<file path="src/rtl/bnn_layer_sequencer_if.sv">
// Handshake and memory-control bundle between a layer sequencer and its
// surroundings. Widths are derived from the layer geometry.
interface bnn_layer_sequencer_if #(
    parameter int N_IN  = 784,
    parameter int N_OUT = 128,
    parameter int W     = 16
);
    localparam int N_WORDS = (N_IN + W - 1) / W;
    localparam int AW      = (N_WORDS > 1) ? $clog2(N_WORDS) : 1;
    localparam int WAW     = (N_OUT * N_WORDS > 1) ? $clog2(N_OUT * N_WORDS) : 1;
    localparam int NW      = (N_OUT > 1) ? $clog2(N_OUT) : 1;

    logic           start;
    logic           stall;
    logic           busy;
    logic           done;
    logic           rd_en;
    logic [AW-1:0]  act_addr;
    logic [WAW-1:0] w_addr;
    logic           acc_clr;
    logic           acc_en;
    logic [W-1:0]   valid_mask;
    logic           thr_en;
    logic           out_we;
    logic [NW-1:0]  neuron_idx;

    modport master (
        output start, stall,
        input  busy, done, rd_en, act_addr, w_addr, acc_clr, acc_en,
               valid_mask, thr_en, out_we, neuron_idx
    );

    modport slave (
        input  start, stall,
        output busy, done, rd_en, act_addr, w_addr, acc_clr, acc_en,
               valid_mask, thr_en, out_we, neuron_idx
    );
endinterface

</file>
<file path="src/rtl/bnn_layer_sequencer.sv">
// Per-layer sequencer for the XNOR-popcount datapath: walks every output
// neuron, streams its activation/weight words, then thresholds and writes
// the output bit.
//
// state    | meaning
// ---------+-----------------------------------------------------------
// S_IDLE   | waiting for start; counters parked at 0
// S_FETCH  | issuing one activation/weight word read per cycle
// S_DRAIN  | last word's read data accumulates
// S_THRESH | compare accumulator, write output bit, clear accumulator
// S_DONE   | one-cycle done pulse, then back to idle
module bnn_layer_sequencer #(
    parameter int N_IN  = 784,
    parameter int N_OUT = 128,
    parameter int W     = 16
) (
    input  logic                  clk,
    input  logic                  rst_n,
    bnn_layer_sequencer_if.slave  bus
);
    localparam int N_WORDS = (N_IN + W - 1) / W;
    localparam int REM     = N_IN % W;
    localparam int AW      = (N_WORDS > 1) ? $clog2(N_WORDS) : 1;
    localparam int WAW     = (N_OUT * N_WORDS > 1) ? $clog2(N_OUT * N_WORDS) : 1;
    localparam int NW      = (N_OUT > 1) ? $clog2(N_OUT) : 1;

    localparam logic [AW-1:0] K_LAST    = AW'(N_WORDS - 1);
    localparam logic [NW-1:0] N_LAST    = NW'(N_OUT - 1);
    localparam logic [W-1:0]  LAST_MASK = (REM == 0) ? {W{1'b1}}
                                                     : ({W{1'b1}} >> (W - REM));

    typedef enum logic [2:0] {
        S_IDLE,
        S_FETCH,
        S_DRAIN,
        S_THRESH,
        S_DONE
    } state_t;

    state_t         state, state_nxt;
    logic [AW-1:0]  k_q;
    logic [NW-1:0]  n_q;
    logic [WAW-1:0] w_addr_q;
    logic           acc_en_q;
    logic [W-1:0]   mask_q;
    logic           rd_en_c;

    // State register.
    always_ff @(posedge clk or negedge rst_n) begin
        if (!rst_n) begin
            state <= S_IDLE;
        end else begin
            state <= state_nxt;
        end
    end

    // Next-state logic; stall freezes every non-idle state.
    always_comb begin
        state_nxt = state;
        case (state)
            S_IDLE:   if (bus.start) state_nxt = S_FETCH;
            S_FETCH:  if (!bus.stall && k_q == K_LAST) state_nxt = S_DRAIN;
            S_DRAIN:  if (!bus.stall) state_nxt = S_THRESH;
            S_THRESH: if (!bus.stall) state_nxt = (n_q == N_LAST) ? S_DONE : S_FETCH;
            S_DONE:   if (!bus.stall) state_nxt = S_IDLE;
            default:  state_nxt = S_IDLE;
        endcase
    end

    // Strobe outputs; acc_clr is gated with rst_n so it stays low while reset is held.
    always_comb begin
        bus.busy    = (state != S_IDLE);
        rd_en_c     = (state == S_FETCH) && !bus.stall;
        bus.thr_en  = (state == S_THRESH) && !bus.stall;
        bus.out_we  = (state == S_THRESH) && !bus.stall;
        bus.done    = (state == S_DONE) && !bus.stall;
        bus.acc_clr = ((state == S_IDLE) && bus.start && rst_n) ||
                      ((state == S_THRESH) && !bus.stall);
        bus.rd_en   = rd_en_c;
    end

    // Word, neuron and weight-address counters; w_addr tracks neuron*N_WORDS + k
    // incrementally so no multiplier is needed.
    always_ff @(posedge clk or negedge rst_n) begin
        if (!rst_n) begin
            k_q      <= '0;
            n_q      <= '0;
            w_addr_q <= '0;
        end else begin
            case (state)
                S_IDLE: begin
                    if (bus.start) begin
                        k_q      <= '0;
                        n_q      <= '0;
                        w_addr_q <= '0;
                    end
                end
                S_FETCH: begin
                    if (!bus.stall && k_q != K_LAST) begin
                        k_q      <= k_q + AW'(1);
                        w_addr_q <= w_addr_q + WAW'(1);
                    end
                end
                S_THRESH: begin
                    if (!bus.stall && n_q != N_LAST) begin
                        k_q      <= '0;
                        n_q      <= n_q + NW'(1);
                        w_addr_q <= w_addr_q + WAW'(1);
                    end
                end
                S_DONE: begin
                    if (!bus.stall) begin
                        k_q      <= '0;
                        n_q      <= '0;
                        w_addr_q <= '0;
                    end
                end
                default: ;
            endcase
        end
    end

    // Accumulate enable and bit mask follow the read by one cycle to meet the data.
    always_ff @(posedge clk or negedge rst_n) begin
        if (!rst_n) begin
            acc_en_q <= 1'b0;
            mask_q   <= '0;
        end else begin
            acc_en_q <= rd_en_c;
            if (rd_en_c) begin
                mask_q <= (k_q == K_LAST) ? LAST_MASK : {W{1'b1}};
            end else begin
                mask_q <= '0;
            end
        end
    end

    assign bus.act_addr   = k_q;
    assign bus.w_addr     = w_addr_q;
    assign bus.neuron_idx = n_q;
    assign bus.acc_en     = acc_en_q;
    assign bus.valid_mask = mask_q;

endmodule

</file>
<file path="src/flat_wrapper.sv">
// flat-port wrapper written by rule: the top's interface ports become plain ports
module bnn_layer_sequencer_flat 
#(
    parameter int N_IN  = 784,
    parameter int N_OUT = 128,
    parameter int W     = 16
)
  (clk, rst_n, bus_start, bus_stall, bus_busy, bus_done, bus_rd_en, bus_act_addr, bus_w_addr, bus_acc_clr, bus_acc_en, bus_valid_mask, bus_thr_en, bus_out_we, bus_neuron_idx);
  bnn_layer_sequencer_if #(.N_IN(N_IN), .N_OUT(N_OUT), .W(W)) bus_i ();
  input  logic clk;
  input  logic rst_n;
  input wire logic [$bits(bus_i.start)-1:0] bus_start;
  input wire logic [$bits(bus_i.stall)-1:0] bus_stall;
  output wire logic [$bits(bus_i.busy)-1:0] bus_busy;
  output wire logic [$bits(bus_i.done)-1:0] bus_done;
  output wire logic [$bits(bus_i.rd_en)-1:0] bus_rd_en;
  output wire logic [$bits(bus_i.act_addr)-1:0] bus_act_addr;
  output wire logic [$bits(bus_i.w_addr)-1:0] bus_w_addr;
  output wire logic [$bits(bus_i.acc_clr)-1:0] bus_acc_clr;
  output wire logic [$bits(bus_i.acc_en)-1:0] bus_acc_en;
  output wire logic [$bits(bus_i.valid_mask)-1:0] bus_valid_mask;
  output wire logic [$bits(bus_i.thr_en)-1:0] bus_thr_en;
  output wire logic [$bits(bus_i.out_we)-1:0] bus_out_we;
  output wire logic [$bits(bus_i.neuron_idx)-1:0] bus_neuron_idx;
  assign bus_i.start = bus_start;
  assign bus_i.stall = bus_stall;
  assign bus_busy = bus_i.busy;
  assign bus_done = bus_i.done;
  assign bus_rd_en = bus_i.rd_en;
  assign bus_act_addr = bus_i.act_addr;
  assign bus_w_addr = bus_i.w_addr;
  assign bus_acc_clr = bus_i.acc_clr;
  assign bus_acc_en = bus_i.acc_en;
  assign bus_valid_mask = bus_i.valid_mask;
  assign bus_thr_en = bus_i.thr_en;
  assign bus_out_we = bus_i.out_we;
  assign bus_neuron_idx = bus_i.neuron_idx;
  bnn_layer_sequencer #(.N_IN(N_IN), .N_OUT(N_OUT), .W(W)) u_core (.clk(clk), .rst_n(rst_n), .bus(bus_i));
endmodule
</file>
<file path="config.mk">
export PLATFORM = sky130hd
export DESIGN_NAME = bnn_layer_sequencer_flat
export DESIGN_NICKNAME = d
export VERILOG_FILES = /design/src/rtl/bnn_layer_sequencer_if.sv /design/src/rtl/bnn_layer_sequencer.sv /design/src/flat_wrapper.sv
export SDC_FILE = /design/constraint.sdc
export NUM_CORES = 1
export LEC_CHECK = 0
export CORE_MARGIN = 2
export CORE_UTILIZATION = 30
export DETAILED_ROUTE_END_ITERATION = 6
export SYNTH_ARGS = -nofsm -noshare
export SYNTH_HDL_FRONTEND = slang
export SYNTH_SLANG_ARGS = --single-unit
</file>
<file path="constraint.sdc">
create_clock -name clk -period 2.78 [get_ports clk]
set_input_delay 0.556 -clock clk [delete_from_list [all_inputs] [get_ports clk]]
set_output_delay 0.556 -clock clk [all_outputs]
set_load 0.1 [all_outputs]
</file>
[After elaboration in Yosys (flattened, before gate mapping)]
Cells that the tools add are included.
Cells by class
  add/subtract/negate cells: 3
  equality and inequality tests: 15
  mux-type cells: 22
  reductions and logical operators: 17
Operators with widths (number)
  2-to-1 mux 13 bit: 4
  case mux 13 bit (4 select lines): 1
  2-to-1 mux 6 bit: 4
  case mux 6 bit (4 select lines): 1
  2-to-1 mux 7 bit: 3
  case mux 7 bit (3 select lines): 1
  2-to-1 mux 3 bit: 6
  2-to-1 mux 16 bit: 1
  case mux 3 bit (5 select lines): 1
  adder 13 x 1 -> 13 bit, second input constant: 1
  != test 2 bit, second input constant: 6
  AND reduction 5 bit: 2
  logical AND 1 bit: 8
  adder 7 x 1 -> 7 bit, second input constant: 1
  equality test 7 bit, second input constant: 1
  != test 7 bit, second input constant: 1
  adder 6 x 1 -> 6 bit, second input constant: 1
  equality test 3 x 2 -> 1 bit, second input constant: 2
  equality test 6 bit, second input constant: 1
  != test 6 bit, second input constant: 1
  nonzero test 3 bit: 2
  AND reduction 4 bit: 1
  nonzero test 4 bit: 1
  equality test 3 x 1 -> 1 bit, second input constant: 1
  5 further kinds: 5
Word-level totals
  register bits: 46
  input bits: 4
  output and inout port bits: 49
  word-level logic and storage cells: 63

[Longest topological paths before layout]
  depth in word-level cells: 4
  depth in mapped cells: 8
  mapped depth without buffers: 7

[Worst setup path before layout]
Ideal clock, no wire load.
  kind: input to register
  start: input bus_stall
  end: register u_core.w_addr_q[10], in the netlist u_core.bus.w_addr[10]
  library setup time: 87 ps
  arrival: 5032 ps
  required time: 2693 ps
  slack: -2339 ps
  stages on the path: 5
  path buffers: 0
  path through: nor4b_1 -> and3b_4 -> nand3b_4 -> or4_1 -> o21ai_1
Between the ends
  longest elaborated chain between the ends: 4
  elaborated cells between the ends (all ways): 7
  classes of those cells: 3 x eq/ne; 4 x reduce/logical
RTL lines
  start, declared: RTL line flat_wrapper.sv:13  | input wire logic [$bits(bus_i.stall)-1:0] bus_stall;
  logical NOT 1 bit: RTL line bnn_layer_sequencer.sv:99, bnn_layer_sequencer.sv:105
  logical AND 1 bit (on tied branches): RTL line bnn_layer_sequencer.sv:99, bnn_layer_sequencer.sv:105
  != test 2 bit (no line)
  AND reduction 5 bit (no line) (*)
  end signal, assigned: RTL line bnn_layer_sequencer.sv:101  | w_addr_q <= w_addr_q + WAW'(1);
  end signal, assigned: RTL line bnn_layer_sequencer.sv:108  | w_addr_q <= w_addr_q + WAW'(1);
  end, declared: RTL line bnn_layer_sequencer.sv:43  | logic [WAW-1:0] w_addr_q;
Every way passes the cells marked *; elsewhere a longest branch is shown, timed or not.
A chain may end at the register's enable or synchronous reset.

[Worst setup path after layout]
  start: input bus_stall
  end: output bus_thr_en
Between the ends
  longest elaborated chain between the ends: 2
RTL lines
  logical NOT 1 bit: RTL line bnn_layer_sequencer.sv:74  | bus.thr_en = (state == S_THRESH) && !bus.stall;
  logical AND 1 bit: RTL line bnn_layer_sequencer.sv:74
  end, declared: RTL line flat_wrapper.sv:22  | output wire logic [$bits(bus_i.thr_en)-1:0] bus_thr_en;
Every way passes these cells.

==> reports/results.ini <==
[status]
status=finished, final reports clean

[logic_synthesis]
synth_edf_count=0
synth_seq_cells=30
synthesis.nets=214
yosysTopAreaCellShare_pct=40.46
netlist_area_sq_um=1856
synth_area_leaders=dfrtp_1, buf_4, o31ai_1
synth_cells=206
ys.warnings.count=0
syn_avg_cell_area_sq_um=9.007
synth.distinct_cells=47
synth_commonest_cells=dfrtp_1, buf_4, nand2_1
ys_seq_area_share_pct=40.46
synthArstFlopShare_pct=100.0
yosys.area.top_type=dfrtp_1
synth.most_common_cell=dfrtp_1
synthFlopType=dfrtp_1

[placed_design]
place_ws_ns=0.1249
place_inst=316
gp_congestion=0.8311
io_buffers=52
post-dp-hpwl_microns=3166

[timing]
worstMarginPinSlew_ns=0.4606
slew_violations=0
holdWs_ns=0.5394
relSlewSlack_pct=69.29
hold_violations=0
setup_violations=0
fmax_mhz=384.9
fin_ws_ns=0.1821
rsz0062_at_grt=false
fin_crit_ns=2.598
timing.final.crit_share_pct=93.45
fin_skew_ns=0.005323

[drt]
vias=1659
remaining_drc_errors=0
dr_wl_met3_microns=287
drt-initial-drc-count=74
drt_pass1_iterations=4
drt_wl_total_microns=4424
ant_nets=0
wire_per_inst_microns=13.70
vias_per_cell=5.136
wl_met2_microns=1971
m1WireLength_microns=2113
highest_layer=met4

[cts]
clk_pin_slew_ns=0.06
clk_latency_ns=0.28
cts_buffer_depth=2
clockRootBuffer=clkbuf_8
cts_tree=done
htree_levels=2
hold_buffers=0
numCtsBuffers=5
clock-sinks=30
cts.repair.resized=0
postCtsSetupBuffers=0

[finish]
multi_input_area_sq_um=967.2
synthToLayoutAreaGrowth_pct=30.75
final_cells=323
nets=256
fill_cells=624
n_antenna_cell=0
final_util_pct=40.74
drive_above_1_share_pct=30.65
seq_area_sq_um=750.7

[die]
die-area_sq_um=6830
die_w_microns=82.65
fp.dieH_microns=82.65
row_count=28
ios=53
core_sq_um=5956
initial_core_util_pct=31.16

[worst_setup_path]
critPathMaxFanout=6
crit_chain=clkdlybuf4s50_1, buf_4, nand2b_1, nor3b_4, buf_4, buf_12
critPathBufInv=4
end_kind=output pin
crit_family=buffers and inverters
crit_top_cell=buf_4
worstPathRequired_ns=2.22
start_kind=primary input
slowest_delay_ns=0.49
crit_type=in -> out
slowest_stage=clkdlybuf4s50_1
arrival_ns=2.04

[global_routing]
grt_pass1_vias=1523
grt_max_degree=31
antenna_found_initial=0
grt_first_pass_wirelength_microns=7286
grt_overflow=0
gr-usage-all-layers_pct=13.85

[pwr]
power_density_nw_per_um2=1119
combPwrFrac_pct=64.2
p_sw_share_pct=61.05
p_sw_uw=1657
vdd_ir_drop_max_mv=0.8524
pwr-share-clk_pct=12.3
p_int_uw=1057
p_leak_uw=0.001115
seqPwrFrac_pct=23.6
power_uw=2714

[job]
cap_violations=0

[worst_hold_path]
hp-class=reg -> reg

## logic make-up after synthesis
logic type | count (synthesis) | synth area share [%]
xor gates and xnor gates | 1 | 0.4721
and+or+nand+nor | 90 | 27.38
DFF | 30 | 40.46
adders and majority gates | 4 | 2.697
buffers and inverters | 29 | 9.710
muxes | 4 | 2.158
AOI/OAI and AO/OA | 48 | 17.13
## cell usage in the layout, fill, tap and decap left out, types with 2 or more instances in the layout
cell and n:
buf_4 52, nand2_1 17, mux2i_1 4, clkbuf_8 5, and2_1 3, o41ai_1 2
nor4_1 3, or2_2 2, a31oi_1 3, clkinv_2 2, dfrtp_1 30, inv_1 4
nand2b_1 7, and3_1 6, a21oi_1 4, buf_12 5, o211ai_1 2, nand3_1 15
nand4_1 4, o31ai_1 14, o21ai_0 13, ha_1 4, clkdlybuf4s50_1 3, a21o_1 2
or3_1 3, nor2_1 14
## sequential cells by signal, summed over array words and instances, names as in the netlist
| register | cells |
|---|---|
| u_core.bus.neuron_idx | 7 |
| u_core.state | 3 |
| u_core.bus.act_addr | 6 |
| u_core.bus.valid_mask | 1 |
| u_core.bus.w_addr | 13 |
## power groups by stage
stage	Combinational, uW	Sequential (uW)	Clock (uW)
3_5_place_dp	1750	648	0
5_1_grt	1830	660	366
6_report	1740	639	333
3_3_place_gp	1750	648	0
4_1_cts	1750	641	342
2_1_floorplan	1020	1100	0
## path summary, 6_finish.rpt
check                                                   startpoint  cells after the start                                    to  slack, ns
worst min register to register  u_core.bus.act_addr[5]$_DFFE_PN0P_                      1    u_core.bus.act_addr[5]$_DFFE_PN0P_       0.54
max in group asynchronous                                    rst_n                      2     u_core.bus.w_addr[11]$_DFFE_PN0P_       1.80
worst min-delay path            u_core.bus.act_addr[5]$_DFFE_PN0P_                      1    u_core.bus.act_addr[5]$_DFFE_PN0P_       0.54
min in group asynchronous                                    rst_n                      2  u_core.bus.neuron_idx[6]$_DFFE_PN0P_       0.70
worst max-delay path                                     bus_stall                      6                            bus_thr_en       0.18
worst max register to register         u_core.state[2]$_DFFE_PN0P_                      5     u_core.bus.w_addr[10]$_DFFE_PN0P_       0.59
## per-layer routing
metal	track usage, %	vias up
li1	-	825
met5	0	-
met3	3.696	6
met1	19.13	781
met4	3.934	0
met2	21.29	47
## through the flow
stage / cell area, sq um / setup TNS [ns]
finish: 2426 / 0
floorplan: 1908 / -0.09224
global placement: 2347 / 0
global route: 2426 / 0
CTS: 2426 / 0
detailed placement: 2347 / 0
## area by class of cell
class	count	area share (%)
clock buffers	5	2.837
flip-flops and latches	30	30.94
multi-input cells	147	39.87
well taps	75	3.868
clock inverters	2	0.4126
repair buffers	60	21.45
inverters	4	0.6189
No activity file was read; power rests on OpenSTA's default activity.
